**src/rtl/hazard_scoreboard.sv**
```systemverilog
// hazard_scoreboard: decode-stage hazard detection and operand forwarding.
// Tracks every in-flight register write in a DEPTH-entry slot pipeline behind D
// (slot 0 = E ... slot DEPTH-1 = W). Results are captured as they become
// available, the youngest ready match is forwarded to the D operands, D stalls
// while a needed value is outstanding, and the last slot drives write-back.
module hazard_scoreboard #(
    parameter int unsigned XLEN     = 32,
    parameter int unsigned DEPTH    = 3,
    parameter int unsigned LOAD_LAT = 2,
    parameter int unsigned CNT_W    = 32
) (
    input  logic             clk,
    input  logic             rst,
    input  logic             issue_valid,
    input  logic [4:0]       issue_rd,
    input  logic             issue_reg_write,
    input  logic             issue_is_load,
    input  logic [4:0]       rs1D,
    input  logic [4:0]       rs2D,
    input  logic             use_rs1,
    input  logic             use_rs2,
    input  logic [XLEN-1:0]  source1D,
    input  logic [XLEN-1:0]  source2D,
    input  logic [XLEN-1:0]  alu_resultE,
    input  logic [XLEN-1:0]  load_data,
    input  logic             flush,
    output logic [XLEN-1:0]  reg_data1D,
    output logic [XLEN-1:0]  reg_data2D,
    output logic             stall,
    output logic             stall_load,
    output logic             wb_valid,
    output logic [4:0]       wb_rd,
    output logic [XLEN-1:0]  wb_data,
    output logic [CNT_W-1:0] stall_cycles
);

    logic [DEPTH-1:0] r_valid;
    logic [DEPTH-1:0] r_is_load;
    logic [DEPTH-1:0] r_ready;
    logic [4:0]       r_rd   [DEPTH];
    logic [XLEN-1:0]  r_data [DEPTH];
    logic [CNT_W-1:0] r_stall_cnt;

    logic            w_found1, w_found2;
    logic            w_haz1, w_haz2;
    logic            w_haz1_ld, w_haz2_ld;
    logic [XLEN-1:0] w_fwd1, w_fwd2;
    logic            w_stall;
    logic            w_issue;

    // Youngest-match search per source; an unready youngest match blocks older ready ones.
    always_comb begin
        w_found1  = 1'b0;
        w_found2  = 1'b0;
        w_haz1    = 1'b0;
        w_haz2    = 1'b0;
        w_haz1_ld = 1'b0;
        w_haz2_ld = 1'b0;
        w_fwd1    = source1D;
        w_fwd2    = source2D;
        for (int unsigned i = 0; i < DEPTH; i++) begin
            if (!w_found1 && r_valid[i] && (rs1D != 5'd0) && (r_rd[i] == rs1D)) begin
                w_found1 = 1'b1;
                if (r_ready[i]) begin
                    w_fwd1 = r_data[i];
                end else begin
                    w_haz1    = use_rs1;
                    w_haz1_ld = use_rs1 & r_is_load[i];
                end
            end
            if (!w_found2 && r_valid[i] && (rs2D != 5'd0) && (r_rd[i] == rs2D)) begin
                w_found2 = 1'b1;
                if (r_ready[i]) begin
                    w_fwd2 = r_data[i];
                end else begin
                    w_haz2    = use_rs2;
                    w_haz2_ld = use_rs2 & r_is_load[i];
                end
            end
        end
    end

    assign w_stall = w_haz1 | w_haz2;
    assign w_issue = issue_valid & ~w_stall & ~flush & issue_reg_write & (issue_rd != 5'd0);

    // Slot pipeline: slot 0 takes the D instruction or a bubble, the rest always shift.
    // Data is captured from the ALU on the 0->1 move and from load_data on the move
    // into slot LOAD_LAT; the later assignment wins when LOAD_LAT is 1.
    always_ff @(posedge clk) begin
        if (rst) begin
            r_valid   <= '0;
            r_is_load <= '0;
            r_ready   <= '0;
            for (int unsigned i = 0; i < DEPTH; i++) begin
                r_rd[i]   <= '0;
                r_data[i] <= '0;
            end
        end else begin
            r_valid[0]   <= w_issue;
            r_rd[0]      <= issue_rd;
            r_is_load[0] <= w_issue & issue_is_load;
            r_ready[0]   <= 1'b0;
            r_data[0]    <= '0;
            for (int unsigned i = 1; i < DEPTH; i++) begin
                r_valid[i]   <= r_valid[i-1];
                r_rd[i]      <= r_rd[i-1];
                r_is_load[i] <= r_is_load[i-1];
                r_ready[i]   <= r_ready[i-1];
                r_data[i]    <= r_data[i-1];
                if ((i == 1) && !r_is_load[i-1]) begin
                    r_ready[i] <= 1'b1;
                    r_data[i]  <= alu_resultE;
                end
                if ((i == LOAD_LAT) && r_is_load[i-1]) begin
                    r_ready[i] <= 1'b1;
                    r_data[i]  <= load_data;
                end
            end
        end
    end

    // Saturating count of stalled cycles.
    always_ff @(posedge clk) begin
        if (rst) begin
            r_stall_cnt <= '0;
        end else if (w_stall && (r_stall_cnt != '1)) begin
            r_stall_cnt <= r_stall_cnt + CNT_W'(1);
        end
    end

    assign stall        = ~rst & w_stall;
    assign stall_load   = ~rst & (w_haz1_ld | w_haz2_ld);
    assign reg_data1D   = rst ? source1D : w_fwd1;
    assign reg_data2D   = rst ? source2D : w_fwd2;
    assign wb_valid     = ~rst & r_valid[DEPTH-1];
    assign wb_rd        = wb_valid ? r_rd[DEPTH-1] : 5'd0;
    assign wb_data      = wb_valid ? r_data[DEPTH-1] : '0;
    assign stall_cycles = r_stall_cnt;

endmodule

```
**config.mk**
```make
export PLATFORM = sky130hd
export DESIGN_NAME = hazard_scoreboard
export DESIGN_NICKNAME = d
export VERILOG_FILES = /design/src/rtl/hazard_scoreboard.sv
export SDC_FILE = /design/constraint.sdc
export NUM_CORES = 1
export LEC_CHECK = 0
export ABC_CLOCK_PERIOD_IN_PS = 3800
export CORE_ASPECT_RATIO = 1.5
export CORE_MARGIN = 2
export CORE_UTILIZATION = 37
export DETAILED_ROUTE_END_ITERATION = 6
export GPL_ROUTABILITY_DRIVEN = 0
export PLACE_DENSITY = 0.75
export RECOVER_POWER = 100
export SKIP_LAST_GASP = 1
export SYNTH_ARGS = -nofsm -noshare
export SYNTH_HDL_FRONTEND = slang
export SYNTH_SLANG_ARGS = --single-unit
```
**constraint.sdc**
```tcl
create_clock -name clk -period 3.8 [get_ports clk]
set_clock_uncertainty 0.15 [all_clocks]
set_input_delay 0.76 -clock clk [delete_from_list [all_inputs] [get_ports clk]]
set_output_delay 0.76 -clock clk [all_outputs]
set_load 0.01 [all_outputs]
```
Word level (Yosys, flattened, before mapping)
Memory sizes are Yosys's and may differ from the RTL's.
Index checks and enable logic that the tools add are counted.
{"block": "totals", "register_bits": 41, "ramBits": 111, "in_bits": 151, "output_inout_bits": 136, "elab_cells": 129, "n_memories": 2}
{"block": "op_classes", "n_addsub": 1, "n_eq_ne": 7, "muxes": 63, "n_bitwise": 27, "reduce_logical": 24}
{"name": "r_data", "words": 3, "word_bits": 32, "rd": 3, "rd_clocked_by_memory_dff": 0, "wr": 3, "line": "41", "source": "logic [XLEN-1:0] r_data [DEPTH];"}
{"name": "r_rd", "words": 3, "word_bits": 5, "rd": 3, "rd_clocked_by_memory_dff": 0, "wr": 3, "line": "40", "source": "logic [4:0] r_rd [DEPTH];"}
{"cell": "2-to-1 mux 32 bit", "count": 20}
{"cell": "2-to-1 mux 1 bit", "count": 39}
{"cell": "adder 32 x 1 -> 32 bit, second input constant", "count": 1}
{"cell": "inequality test 32 bit, second input constant", "count": 1}
{"cell": "== test 5 bit", "count": 6}
{"cell": "2-to-1 mux 5 bit", "count": 4}
{"cell": "logical AND 1 bit", "count": 17}
{"cell": "nonzero test 5 bit", "count": 3}
{"cell": "AND 1 bit", "count": 14}
{"cell": "bitwise OR 1 bit", "count": 10}
{"cell": "zero test 1 bit", "count": 4}
{"cell": "NOT 1 bit", "count": 3}

Logic depth before layout (Yosys ltp)
Gate-level depths: netlist of run 1.
{"block": "logic_depth", "word_depth": 21, "mapped_depth": 10, "ltp_nobuf": 7}

Least setup slack after synthesis of run 1
Ideal clock, no wire load.
{"block": "synth_timing", "kind": "in2out", "from": "in rs1D[0]", "to": "out reg_data1D[30]", "t_arrival_ps": 2714, "required_ps": 2890, "setup_slack_ps": 176, "cell_stages": 8, "n_path_buf": 2, "path_cell_list": "clkbuf_1 -> nor2_2 -> or4_4 -> nor3_1 -> nand2_1 -> a21oi_1 -> clkbuf_1 -> o22a_1"}
{"block": "synth_via", "elab_chain_cells": 15, "elab_cells_between_ends": 22, "cone_classes": "eq/ne (3); mux (8); reduce/logical (11)"}
{"item": "start, declared", "line": "18", "source": "input logic [4:0] rs1D,"}
{"item": "nonzero test 5 bit", "line": "62", "source": "if (!w_found1 && r_valid[i] && (rs1D != 5'd0) && (r_rd[i] == rs1D)) begin"}
{"item": "logical AND 1 bit (2 in series)", "line": "62"}
{"item": "2-to-1 mux 1 bit", "line": "62"}
{"item": "zero test 1 bit", "line": "62"}
{"item": "logical AND 1 bit (3 in series)", "line": "62"}
{"item": "2-to-1 mux 1 bit", "line": "62"}
{"item": "zero test 1 bit", "line": "62"}
{"item": "logical AND 1 bit (3 in series)", "line": "62"}
{"item": "2-to-1 mux 32 bit (*)", "line": "62"}
{"item": "2-to-1 mux 32 bit (*)", "line": "133", "source": "assign reg_data1D = rst ? source1D : w_fwd1;"}
{"item": "end, declared", "line": "27", "source": "output logic [XLEN-1:0] reg_data1D,"}
Mark *: on every way between the ends. The rest lies on a longest branch, timed or not.

Worst setup path after layout of run 1
{"block": "layout_timing", "from": "in rs2D[2]", "to": "out reg_data2D[4]"}
{"block": "layout_via", "elab_chain_cells": 15, "elab_cells_between_ends": 22, "cone_classes": "eq/ne (3); mux (8); reduce/logical (11)"}
{"item": "start, declared", "line": "19", "source": "input logic [4:0] rs2D,"}
{"item": "nonzero test 5 bit", "line": "71", "source": "if (!w_found2 && r_valid[i] && (rs2D != 5'd0) && (r_rd[i] == rs2D)) begin"}
{"item": "logical AND 1 bit (2 in series)", "line": "71"}
{"item": "2-to-1 mux 1 bit", "line": "71"}
{"item": "zero test 1 bit", "line": "71"}
{"item": "logical AND 1 bit (3 in series)", "line": "71"}
{"item": "2-to-1 mux 1 bit", "line": "71"}
{"item": "zero test 1 bit", "line": "71"}
{"item": "logical AND 1 bit (3 in series)", "line": "71"}
{"item": "2-to-1 mux 32 bit (*)", "line": "71"}
{"item": "2-to-1 mux 32 bit (*)", "line": "134", "source": "assign reg_data2D = rst ? source2D : w_fwd2;"}
{"item": "end, declared", "line": "28", "source": "output logic [XLEN-1:0] reg_data2D,"}
Marks and branches as above.

==> load_flow_metrics.sql, run 1 <==
INSERT INTO impl_metrics (metric_group, metric, value, unit) VALUES
('outcome', 'run_status', 'finished, violations left', ''),
('outcome', 'violations', 'setup timing', ''),
('timing', 'layout_setup_ws', '-0.0379', 'ns'),
('final_layout', 'multi_input_area', '4110', 'µm²'),
('final_layout', 'combined_flip_flop_and_latch_cell_area', '3020', 'µm²'),
('run', 'max_cap_violation_count', '0', ''),
('setup_path', 'crit_path_end_kind', 'output pin', ''),
('floorplan', 'placement_rows', '61', ''),
('setup_path', 'cp.arrival', '2.93', 'ns'),
('synth', 'postSynthAreaPerCell', '9.83', 'µm²'),
('routing', 'drt-vias-per-instance', '5.29', ''),
('floorplan', 'die_height', '172', 'µm'),
('routing', 'drcViolationCount', '0', ''),
('timing', 'grt_setup_unrepaired', 'yes', ''),
('power_and_ir_drop', 'cellPowerDensity', '303', 'nW/µm²'),
('global_route', 'first_global_vias', '7245', ''),
('cts', 'numCtsBuffers', '17', ''),
('cts', 'holdBufCountCts', '0', ''),
('cts', 'tritoncts_num_sinks', '119', ''),
('timing', 'setup_viol', '6', ''),
('synth', 'ys_top_cells_by_count', '128 x sky130_fd_sc_hd__o22a_1, 76 x sky130_fd_sc_hd__and2_1, 64 x sky130_fd_sc_hd__edfxtp_1, 55 x sky130_fd_sc_hd__dfxtp_1, 55 x sky130_fd_sc_hd__nor2_1', ''),
('setup_path', 'cp_launch_type', 'input port', ''),
('floorplan', 'ios', '287', ''),
('global_route', 'grt_start_max_net_pins', '56', ''),
('timing', 'worst-slew-pin-transition', '0.691', 'ns'),
('cts', 'worst_skew_pair.late_latency', '0.41', 'ns'),
('setup_path', 'slowest_stage_cell_cp', 'sky130_fd_sc_hd__or4_1', ''),
('synth', 'yosysWarnings', '0', ''),
('setup_path', 'cp_max_fo', '11', ''),
('synth', 'syn_area', '6950', 'µm²'),
('global_route', 'track_usage', '26.5', '%'),
('cts', 'clkTransAtPathRegs', '0.06', 'ns'),
('routing', 'dr_total_vias', '7272', ''),
('final_layout', 'layout-area-overhead-vs-synth', '67.5', '%'),
('timing', 'hold_violations', '0', ''),
('final_layout', 'layout.cells.non_filler', '1374', ''),
('routing', 'drt.antenna.violating_nets', '0', ''),
('synth', 'ys_seq_area_share', '43.5', '%'),
('synth', 'synth.largest_area_cell', 'sky130_fd_sc_hd__edfxtp_1', ''),
('synth', 'ys_async_sr_fraction', '0', '%'),
('power_and_ir_drop', 'vdd.ir_drop.worst', '0.220', 'mV'),
('routing', 'detail_route.first_pass.iterations', '5', ''),
('routing', 'route.detailed.wl_per_inst', '19.8', 'µm'),
('final_layout', 'nFillCells', '1592', ''),
('power_and_ir_drop', 'power.leakage', '4.27', 'nW'),
('hold_path', 'worst_hold_path.num_cells', '2', ''),
('global_route', 'antenna_violations_before_repair', '1', ''),
('synth', 'synthFlopType', 'sky130_fd_sc_hd__edfxtp_1', ''),
('place', 'place.detailed.instances', '1308', ''),
('timing', 'maxSlewViolCount', '0', ''),
('timing', 'achievable-frequency', '261', 'MHz'),
('cts', 'clock_tree.root_cell', 'sky130_fd_sc_hd__clkbuf_16', ''),
('synth', 'synth_cells', '707', ''),
('floorplan', 'placeableCoreArea', '18500', 'µm²'),
('floorplan', 'die_w', '116', 'µm'),
('place', 'io_buffer_count', '286', ''),
('timing', 'holdWs', '0.347', 'ns'),
('floorplan', 'initial_utilization', '37.6', '%'),
('synth', 'synth.top_cells.by_area', 'sky130_fd_sc_hd__edfxtp_1 28%, sky130_fd_sc_hd__o22a_1 16%, sky130_fd_sc_hd__dfxtp_1 16%, sky130_fd_sc_hd__and2_1 6.8%, sky130_fd_sc_hd__mux2i_1 4.8%', ''),
('setup_path', 'setup.worst_path.class', 'input port to output pin', ''),
('timing', 'max_slew_margin', '53.6', '%'),
('synth', 'yosys_register_bits', '119', ''),
('setup_path', 'critPathMaxStageDelay', '0.60', 'ns'),
('cts', 'tritoncts', 'yes', ''),
('final_layout', 'layout.nets', '1260', ''),
('synth', 'yosysTopAreaCellShare', '27.7', '%'),
('global_route', 'global_route_wire_length_before_repair', '39.9', 'mm'),
('timing', 'layout_worst_path_cycle_share', '101', '%'),
('timing', 'final_period_minus_worst_setup_slack', '3.84', 'ns'),
('synth', 'synth-edff-count', '64', ''),
('setup_path', 'worst-r2r-cell-count', '10', '');
[power by group]
group | internal (W) | switching [W] | total [W]
registers | 0.00141 | 0.0000473 | 0.00146
logic | 0.000263 | 0.000173 | 0.000436
clock network | 0.00104 | 0.000592 | 0.00163
total | 0.00272 | 0.000812 | 0.00353
[kinds of logic after synthesis]
kind of cell / synth area share (%)
and+or+nand+nor: 20.6
AOI/OAI and AO/OA: 22.3
DFF: 43.5
buffers and inverters: 3.78
muxes: 5.40
xor gates and xnor gates: 4.16
adders and majority gates: 0.180
other: 0.0540
[metal layers]
metal  share of wire [%]  GRT usage, %  vias up
li1                    -             -     3417
met1                  36          27.8     3494
met2                  54          49.1      292
met3                 6.3          5.74       69
met4                 3.9          12.8        0
met5                   0             0        -
[flip-flops by register name, summed over array words and instances (netlist names)]
register,cells
r_data,64
r_valid,3
r_rd,15
r_is_load,3
stall_cycles,32
r_ready,2
[layout make-up]
class                   count  area share (%)
flip-flops and latches    119            26.0
well taps                 252            2.71
clock buffers              23            4.52
inverters                   8           0.258
multi-input cells         587            35.3
clock inverters             9           0.710
repair buffers            375            30.5
diodes                      1          0.0215
[final timing paths]
path / from / endpoint / slack [ns]
worst max-delay path: rs2D[2] / reg_data2D[4] / -0.04
worst min-delay path: stall_cycles[11] / stall_cycles[11] / 0.35
worst max register to register: r_rd[0][13] / stall_cycles[21] / 0.75
worst min register to register: stall_cycles[11] / stall_cycles[11] / 0.35
[worst max-delay path: cells and delay by family]
kind,cells,cell delay (ns)
buf+inv,5,0.89
compound gates,3,0.51
simple gates,2,0.77
[stage by stage]
stage / total power [W] / worst slack (ns) / setup TNS [ns] / utilization, % / area [µm²]
after floorplan: 0.00163 / 0.176 / 0 / - / 7180
after global placement: 0.00192 / -0.790 / -45.40 / 58.0 / 10700
after detailed placement: 0.00193 / -0.778 / -46.80 / 58.0 / 10700
after CTS: 0.00353 / -0.110 / -0.936 / 63.3 / 11700
after global routing: 0.00364 / -0.0916 / -0.614 / 63.0 / 11600
final: 0.00353 / -0.0379 / -0.107 / 63.0 / 11600
[layout by cell type (no fill, tap or decap), drive strengths merged, types with 2 or more instances in the layout]
cell type      synthesis  final
o31ai                  8      8
nand4                 19     19
or3                   14     14
a31o                   3      3
and2                  76     76
dfxtp                 55     55
and4                   2      2
mux2i                 33     33
or4                   13     13
buf                   11    155
nand3b                 2      2
nand3                  8      8
o211ai                 2      2
nor2                  56     56
clkinv                 0      4
nand2                 22     22
edfxtp                64     64
o22a                 128    128
clkbuf                45     31
conb                   1     64
nor3                   6      6
nor4                   9      9
xnor2                 25     25
inv                    8     11
clkdlybuf4s50          0    209
o21ai                 20     20
xor2                   8      8
mux2                   4      4
dlygate4sd2            0      2
nand2b                 2      2
a21oi                 28     28
nor2b                 24     24
[timing repair]
action | 4_1_cts | 5_1_grt
pin swaps | 22 | 28
gates resized for setup | 316 | 40
cloned | 12 | 0
buffers inserted | 26 | 6
setup endpoints to repair | 66 | 63
(Power assumes the default switching activity.)
==> run 2, diff against run 1 <==
Settings changed: PLACE_DENSITY 0.75 to 0.71.
==> load_flow_metrics.sql, run 2 (synthesized netlist as in run 1, its figures left out) <==
INSERT INTO impl_metrics (metric_group, metric, value, unit) VALUES
('outcome', 'run_status', 'completed', ''),
('global_route', 'grt-ovfl-total', '0', ''),
('routing', 'route.detailed.wl_per_inst', '18.8', 'µm'),
('final_layout', 'nFillCells', '1695', ''),
('routing', 'initialDrtViolationCount', '436', ''),
('timing', 'layout_worst_path_cycle_share', '98.7', '%'),
('timing', 'worst-slew-pin-transition', '1.48', 'ns'),
('final_layout', 'registers.top_by_ff_count', 'r_data', ''),
('final_layout', 'layout.nets', '1252', ''),
('hold_path', 'worstHoldPathType', 'flip-flop to flip-flop', ''),
('cts', 'clkTransAtPathRegs', '0.05', 'ns'),
('place', 'io_buffer_count', '286', ''),
('cts', 'htree_levels', '4', ''),
('final_layout', 'mostFrequentLayoutCells', '173 x sky130_fd_sc_hd__clkdlybuf4s50_1, 128 x sky130_fd_sc_hd__o22a_1, 71 x sky130_fd_sc_hd__buf_2', ''),
('routing', 'drt-vias-per-instance', '5.14', ''),
('cts', 'clock_tree.root_cell', 'sky130_fd_sc_hd__clkbuf_16', ''),
('setup_path', 'r2r-end', 'stall_cycles[27]', ''),
('routing', 'route.final.wire_length', '25.7', 'mm'),
('routing', 'dr_total_vias', '7024', ''),
('floorplan', 'die_height', '172', 'µm'),
('setup_path', 'setup.reg_to_reg.worst_slack', '0.73', 'ns'),
('timing', 'final_period_minus_worst_setup_slack', '3.75', 'ns'),
('setup_path', 'worstReg2RegStart', 'r_rd[0][11]', ''),
('timing', 'maxSlewViolCount', '0', ''),
('final_layout', 'mostFrequentLayoutCell', 'sky130_fd_sc_hd__clkdlybuf4s50_1', ''),
('timing', 'hold_violations', '0', ''),
('global_route', 'antenna_violations_before_repair', '2', ''),
('global_route', 'first_global_vias', '6951', ''),
('setup_path', 'setup.worst_path.class', 'input port to output pin', ''),
('timing', 'achievable-frequency', '267', 'MHz'),
('setup_path', 'worst-r2r-cell-count', '11', ''),
('routing', 'detail_route.first_pass.iterations', '5', ''),
('final_layout', 'layout-area-overhead-vs-synth', '64.4', '%'),
('floorplan', 'die_w', '116', 'µm'),
('cts', 'worst_skew_pair.late_latency', '0.42', 'ns'),
('hold_path', 'timing.hold.worst.start', 'r_is_load[0]', ''),
('setup_path', 'timing.critical_path.required', '2.89', 'ns'),
('final_layout', 'largest_register_ffs', '64', ''),
('power_and_ir_drop', 'power', '0.00358', 'W'),
('floorplan', 'design.die.area', '19900', 'µm²'),
('run', 'max_cap_violation_count', '0', ''),
('floorplan', 'initial_utilization', '37.6', '%'),
('routing', 'drt.antenna.violating_nets', '0', ''),
('cts', 'clock_path_buffers', '2', ''),
('floorplan', 'placeableCoreArea', '18500', 'µm²'),
('setup_path', 'cp.arrival', '2.84', 'ns'),
('cts', 'tritoncts', 'yes', ''),
('power_and_ir_drop', 'cellPowerDensity', '313', 'nW/µm²'),
('hold_path', 'worst_hold_path.num_cells', '1', ''),
('final_layout', 'final_core_utilization', '61.9', '%'),
('place', 'detailedPlacementHpwl', '17.8', 'mm'),
('global_route', 'track_usage', '24.9', '%'),
('setup_path', 'crit_path_end_kind', 'output pin', ''),
('setup_path', 'cp_launch_type', 'input port', ''),
('timing', 'max_slew_margin', '1.16', '%'),
('cts', 'numCtsBuffers', '17', ''),
('timing', 'setup_viol', '0', ''),
('routing', 'drcViolationCount', '0', ''),
('floorplan', 'placement_rows', '61', ''),
('final_layout', 'share_of_cells_above_drive_strength_1', '19.0', '%'),
('power_and_ir_drop', 'power.leakage', '4.25', 'nW'),
('setup_path', 'cp_max_fo', '20', ''),
('cts', 'tritoncts_num_sinks', '119', ''),
('hold_path', 'min_delay_worst_endpoint', 'r_is_load[1]', ''),
('global_route', 'global_route_wire_length_before_repair', '37.5', 'mm'),
('global_route', 'grt_start_max_net_pins', '78', ''),
('floorplan', 'ios', '287', ''),
('power_and_ir_drop', 'vdd.ir_drop.worst', '0.265', 'mV'),
('cts', 'holdBufCountCts', '0', '');
-- run 2: cell count changes in the layout (fill, tap and decap cells not counted), moves of 4 or more --
cell / change
sky130_fd_sc_hd__buf_2: +12
sky130_fd_sc_hd__clkinv_4: +4
sky130_fd_sc_hd__clkdlybuf4s50_1: -36
sky130_fd_sc_hd__buf_8: +4
sky130_fd_sc_hd__clkbuf_1: +4
sky130_fd_sc_hd__buf_4: -12
sky130_fd_sc_hd__and2_0: +23
sky130_fd_sc_hd__dlygate4sd3_1: +36
sky130_fd_sc_hd__buf_6: -5
sky130_fd_sc_hd__clkbuf_2: -5
sky130_fd_sc_hd__and2_1: -23
sky130_fd_sc_hd__buf_16: -6
-- run 2: per-stage QoR --
| stage | hold slack, ns | worst slack [ns] | instance area [µm²] | std cells | TNS (ns) |
|---|---|---|---|---|---|
| after floorplan | 0.305 | 0.176 | 7180 | 770 | 0 |
| after global placement | 0.329 | -0.714 | 10700 | 1312 | -41.11 |
| after detailed placement | 0.332 | -0.763 | 10700 | 1312 | -42.96 |
| after CTS | 0.341 | -0.0397 | 11400 | 1363 | -0.154 |
| after global routing | 0.348 | -0.0160 | 11400 | 1366 | -0.0898 |
| final | 0.330 | 0.0504 | 11400 | 1367 | 0 |
-- run 2: repair_timing --
action / CTS / global route
pin swaps: 30 / 17
buffers inserted: 18 / 2
gates cloned: 3 / 3
setup endpoints to repair: 66 / 66
resized for setup: 324 / 20
-- run 2: how the worst max path moves through the flow --
stage	start	end	slack [ns]	cells after the start
global route	rs1D[1]	reg_data1D[29]	-0.02	11
finish	rs1D[3]	reg_data1D[23]	0.05	11
global placement	rs1D[1]	reg_data1D[29]	-0.71	11
floorplan	rs1D[0]	reg_data1D[30]	0.18	8
CTS	rs2D[1]	reg_data2D[7]	-0.04	12
detailed placement	rs1D[1]	reg_data1D[27]	-0.76	11
-- run 2: worst max-delay path, cell delays in order --
cell                      delay, ns
sky130_fd_sc_hd__buf_2         0.11
sky130_fd_sc_hd__or4_4         0.16
sky130_fd_sc_hd__nor2_4        0.04
sky130_fd_sc_hd__buf_4         0.13
sky130_fd_sc_hd__or4_4         0.56
sky130_fd_sc_hd__nor3_4        0.15
sky130_fd_sc_hd__nand2_2       0.13
sky130_fd_sc_hd__buf_6         0.21
sky130_fd_sc_hd__o22a_1        0.27
sky130_fd_sc_hd__o22a_1        0.19
sky130_fd_sc_hd__buf_2         0.13
-- run 2: routing by layer --
metal,global-route usage (%),up-vias,part of all wire (%)
li1,-,3387,-
met1,26.6,3343,38
met2,44.9,241,52
met3,6.52,53,6.8
met4,12.5,0,3.9
met5,0,-,0
-- run 2: power by group --
group | switching [W] | internal [W] | total [W]
combinational | 0.000165 | 0.000254 | 0.000419
sequential | 0.0000417 | 0.00141 | 0.00145
clock | 0.000618 | 0.00109 | 0.00171
total | 0.000825 | 0.00276 | 0.00358
-- run 2: area by class of cell --
cell class                      count  area, µm²  area share (%)
Timing Repair Buffer              367       3370            29.5
Clock inverter                     11        134            1.17
Multi-Input combinational cell    587       4040            35.4
Clock buffer                       21        504            4.41
Tap cell                          252        315            2.76
Antenna cell                        2       5.00          0.0438
Inverter                            8       30.0           0.263
Sequential cell                   119       3020            26.5
==> run 3, diff against run 2 <==
Settings changed: CORE_MARGIN 2 to 3.
==> load_flow_metrics.sql, run 3 (synthesized netlist as in run 1, its figures left out) <==
INSERT INTO impl_metrics (metric_group, metric, value, unit) VALUES
('final_layout', 'postLayoutCellArea', '11600', 'µm²'),
('final_layout', 'layout.nets', '1252', ''),
('cts', 'clock_tree.root_cell', 'sky130_fd_sc_hd__clkbuf_16', ''),
('timing', 'layout_worst_path_cycle_share', '100', '%'),
('power_and_ir_drop', 'vdd.ir_drop.worst', '0.277', 'mV'),
('routing', 'drt.antenna.violating_nets', '0', ''),
('setup_path', 'cp_max_fo', '15', ''),
('routing', 'initialDrtViolationCount', '439', ''),
('global_route', 'antenna_violations_before_repair', '2', ''),
('timing', 'maxSlewViolCount', '35', ''),
('routing', 'route.final.wire_length', '26.9', 'mm'),
('final_layout', 'mostFrequentLayoutCells', '209 x sky130_fd_sc_hd__clkdlybuf4s50_1, 128 x sky130_fd_sc_hd__o22a_1, 76 x sky130_fd_sc_hd__and2_1', ''),
('cts', 'clkTransAtPathRegs', '0.05', 'ns'),
('cts', 'htree_levels', '4', ''),
('timing', 'max_slew_margin', '-75.0', '%'),
('floorplan', 'die_height', '174', 'µm'),
('timing', 'worst-slew-pin-transition', '2.62', 'ns'),
('routing', 'detail_route.first_pass.iterations', '4', ''),
('timing', 'final_period_minus_worst_setup_slack', '3.81', 'ns'),
('final_layout', 'mostFrequentLayoutCell', 'sky130_fd_sc_hd__clkdlybuf4s50_1', ''),
('routing', 'route.detailed.wl_per_inst', '19.8', 'µm'),
('timing', 'hold_violations', '0', ''),
('power_and_ir_drop', 'total_internal_power', '0.00275', 'W'),
('routing', 'drcViolationCount', '0', ''),
('final_layout', 'layout-area-overhead-vs-synth', '66.3', '%'),
('floorplan', 'initial_utilization', '38.2', '%'),
('setup_path', 'cp_launch_type', 'input port', ''),
('floorplan', 'die_w', '118', 'µm'),
('setup_path', 'setup.worst_path.class', 'input port to output pin', ''),
('floorplan', 'ios', '287', ''),
('final_layout', 'registers.top_by_ff_count', 'r_data', ''),
('timing', 'setup_viol', '3', ''),
('cts', 'tritoncts', 'yes', ''),
('power_and_ir_drop', 'cellPowerDensity', '308', 'nW/µm²'),
('cts', 'clock_path_buffers', '2', ''),
('cts', 'numCtsBuffers', '17', ''),
('final_layout', 'largest_register_ffs', '64', ''),
('final_layout', 'share_of_cells_above_drive_strength_1', '19.1', '%'),
('setup_path', 'timing.critical_path.required', '2.89', 'ns'),
('floorplan', 'design.die.area', '20500', 'µm²'),
('hold_path', 'worstHoldPathType', 'flip-flop to flip-flop', ''),
('global_route', 'first_global_vias', '6964', ''),
('place', 'placedInstanceArea', '10700', 'µm²'),
('routing', 'drt-vias-per-instance', '5.19', ''),
('power_and_ir_drop', 'switching_share', '22.6', '%'),
('place', 'io_buffer_count', '286', ''),
('place', 'detailedPlace.worstSlack', '-0.739', 'ns'),
('run', 'max_cap_violation_count', '1', ''),
('place', 'place.detailed.instances', '1302', ''),
('power_and_ir_drop', 'power_frac_seq', '41.0', '%'),
('power_and_ir_drop', 'power.leakage', '4.21', 'nW'),
('global_route', 'grt_start_max_net_pins', '52', ''),
('global_route', 'global_route_wire_length_before_repair', '40.2', 'mm'),
('power_and_ir_drop', 'p_switching', '0.000804', 'W'),
('global_route', 'grt-ovfl-total', '0', ''),
('cts', 'worst_skew_pair.late_latency', '0.41', 'ns'),
('timing', 'grt_setup_unrepaired', 'yes', ''),
('place', 'detailedPlacementHpwl', '18.8', 'mm'),
('global_route', 'track_usage', '25.3', '%'),
('cts', 'holdBufCountCts', '0', ''),
('cts', 'tritoncts_num_sinks', '119', ''),
('floorplan', 'placement_rows', '60', ''),
('outcome', 'run_status', 'finished, violations left', ''),
('timing', 'achievable-frequency', '262', 'MHz'),
('timing', 'layout_setup_ws', '-0.0141', 'ns'),
('setup_path', 'cp.arrival', '2.90', 'ns'),
('routing', 'dr_total_vias', '7079', ''),
('setup_path', 'crit_path_end_kind', 'output pin', ''),
('floorplan', 'placeableCoreArea', '18200', 'µm²'),
('power_and_ir_drop', 'portion_of_total_power_attributed_to_the_clock_network', '47.0', '%'),
('power_and_ir_drop', 'power.combinational.fraction', '12.0', '%'),
('outcome', 'violations', 'capacitance limit, slew limit, setup timing', ''),
('final_layout', 'layout.cells.non_filler', '1363', '');
[run 3: path summary, 6_finish.rpt]
kind                                      end    startpoint  cells after the start  slack (ns)
worst min-delay path               r_valid[1]    r_valid[0]                      1        0.34
worst min register to register     r_valid[1]    r_valid[0]                      1        0.34
worst max register to register   r_data[2][5]  r_is_load[1]                      3        0.73
worst max-delay path            reg_data1D[1]       rs1D[4]                     12       -0.01
[run 3: power by group through the flow]
| stage | Clock (W) | Sequential (W) | Combinational, W |
|---|---|---|---|
| after detailed placement | 0 | 0.00148 | 0.000446 |
| after global placement | 0 | 0.00148 | 0.000443 |
| after global routing | 0.00176 | 0.00146 | 0.000459 |
| after floorplan | 0 | 0.00146 | 0.000169 |
| after CTS | 0.00170 | 0.00146 | 0.000428 |
| final | 0.00167 | 0.00146 | 0.000426 |
[run 3: metrics by stage]
stage	total power (W)	hold WS [ns]	util, %	TNS, ns
2_1_floorplan	0.00163	0.305	-	0
3_3_place_gp	0.00193	0.325	58.7	-40.56
3_5_place_dp	0.00193	0.325	58.7	-40.93
4_1_cts	0.00359	0.344	63.2	-2.25
5_1_grt	0.00368	0.364	63.6	-1.79
6_report	0.00356	0.341	63.6	-0.0166
[run 3: per-layer routing]
layer	track usage (%)	vias up	part of all wire, %
met3	6.82	43	6.2
li1	-	3396	-
met2	47.1	252	54
met5	0	-	0
met4	9.73	0	2.9
met1	27.0	3388	37
[run 3: worst max-delay path, cell delays in order]
cell and delay, ns:
sky130_fd_sc_hd__buf_8 0.10, sky130_fd_sc_hd__or4_4 0.57, sky130_fd_sc_hd__o211ai_4 0.22, sky130_fd_sc_hd__nor2_4 0.08, sky130_fd_sc_hd__nor3_4 0.16, sky130_fd_sc_hd__nand2_2 0.08
sky130_fd_sc_hd__buf_6 0.13, sky130_fd_sc_hd__buf_6 0.12, sky130_fd_sc_hd__buf_16 0.15, sky130_fd_sc_hd__o22a_1 0.22, sky130_fd_sc_hd__o22a_1 0.17, sky130_fd_sc_hd__buf_2 0.13
[run 3: layout make-up]
cell class | instances | area [µm²]
Sequential cell | 119 | 3020
Multi-Input combinational cell | 587 | 4050
Clock inverter | 9 | 108
Inverter | 8 | 30.0
Antenna cell | 2 | 5.00
Fill cell | 1591 | 6620
Timing Repair Buffer | 367 | 3510
Clock buffer | 23 | 510
Tap cell | 248 | 310
[run 3: repair_timing]
item                       in CTS  in global routing
resized for setup             284                 65
setup endpoints to repair      66                 66
setup buffers                  10                 10
gates cloned                    6                  4
pin swaps                      26                 25
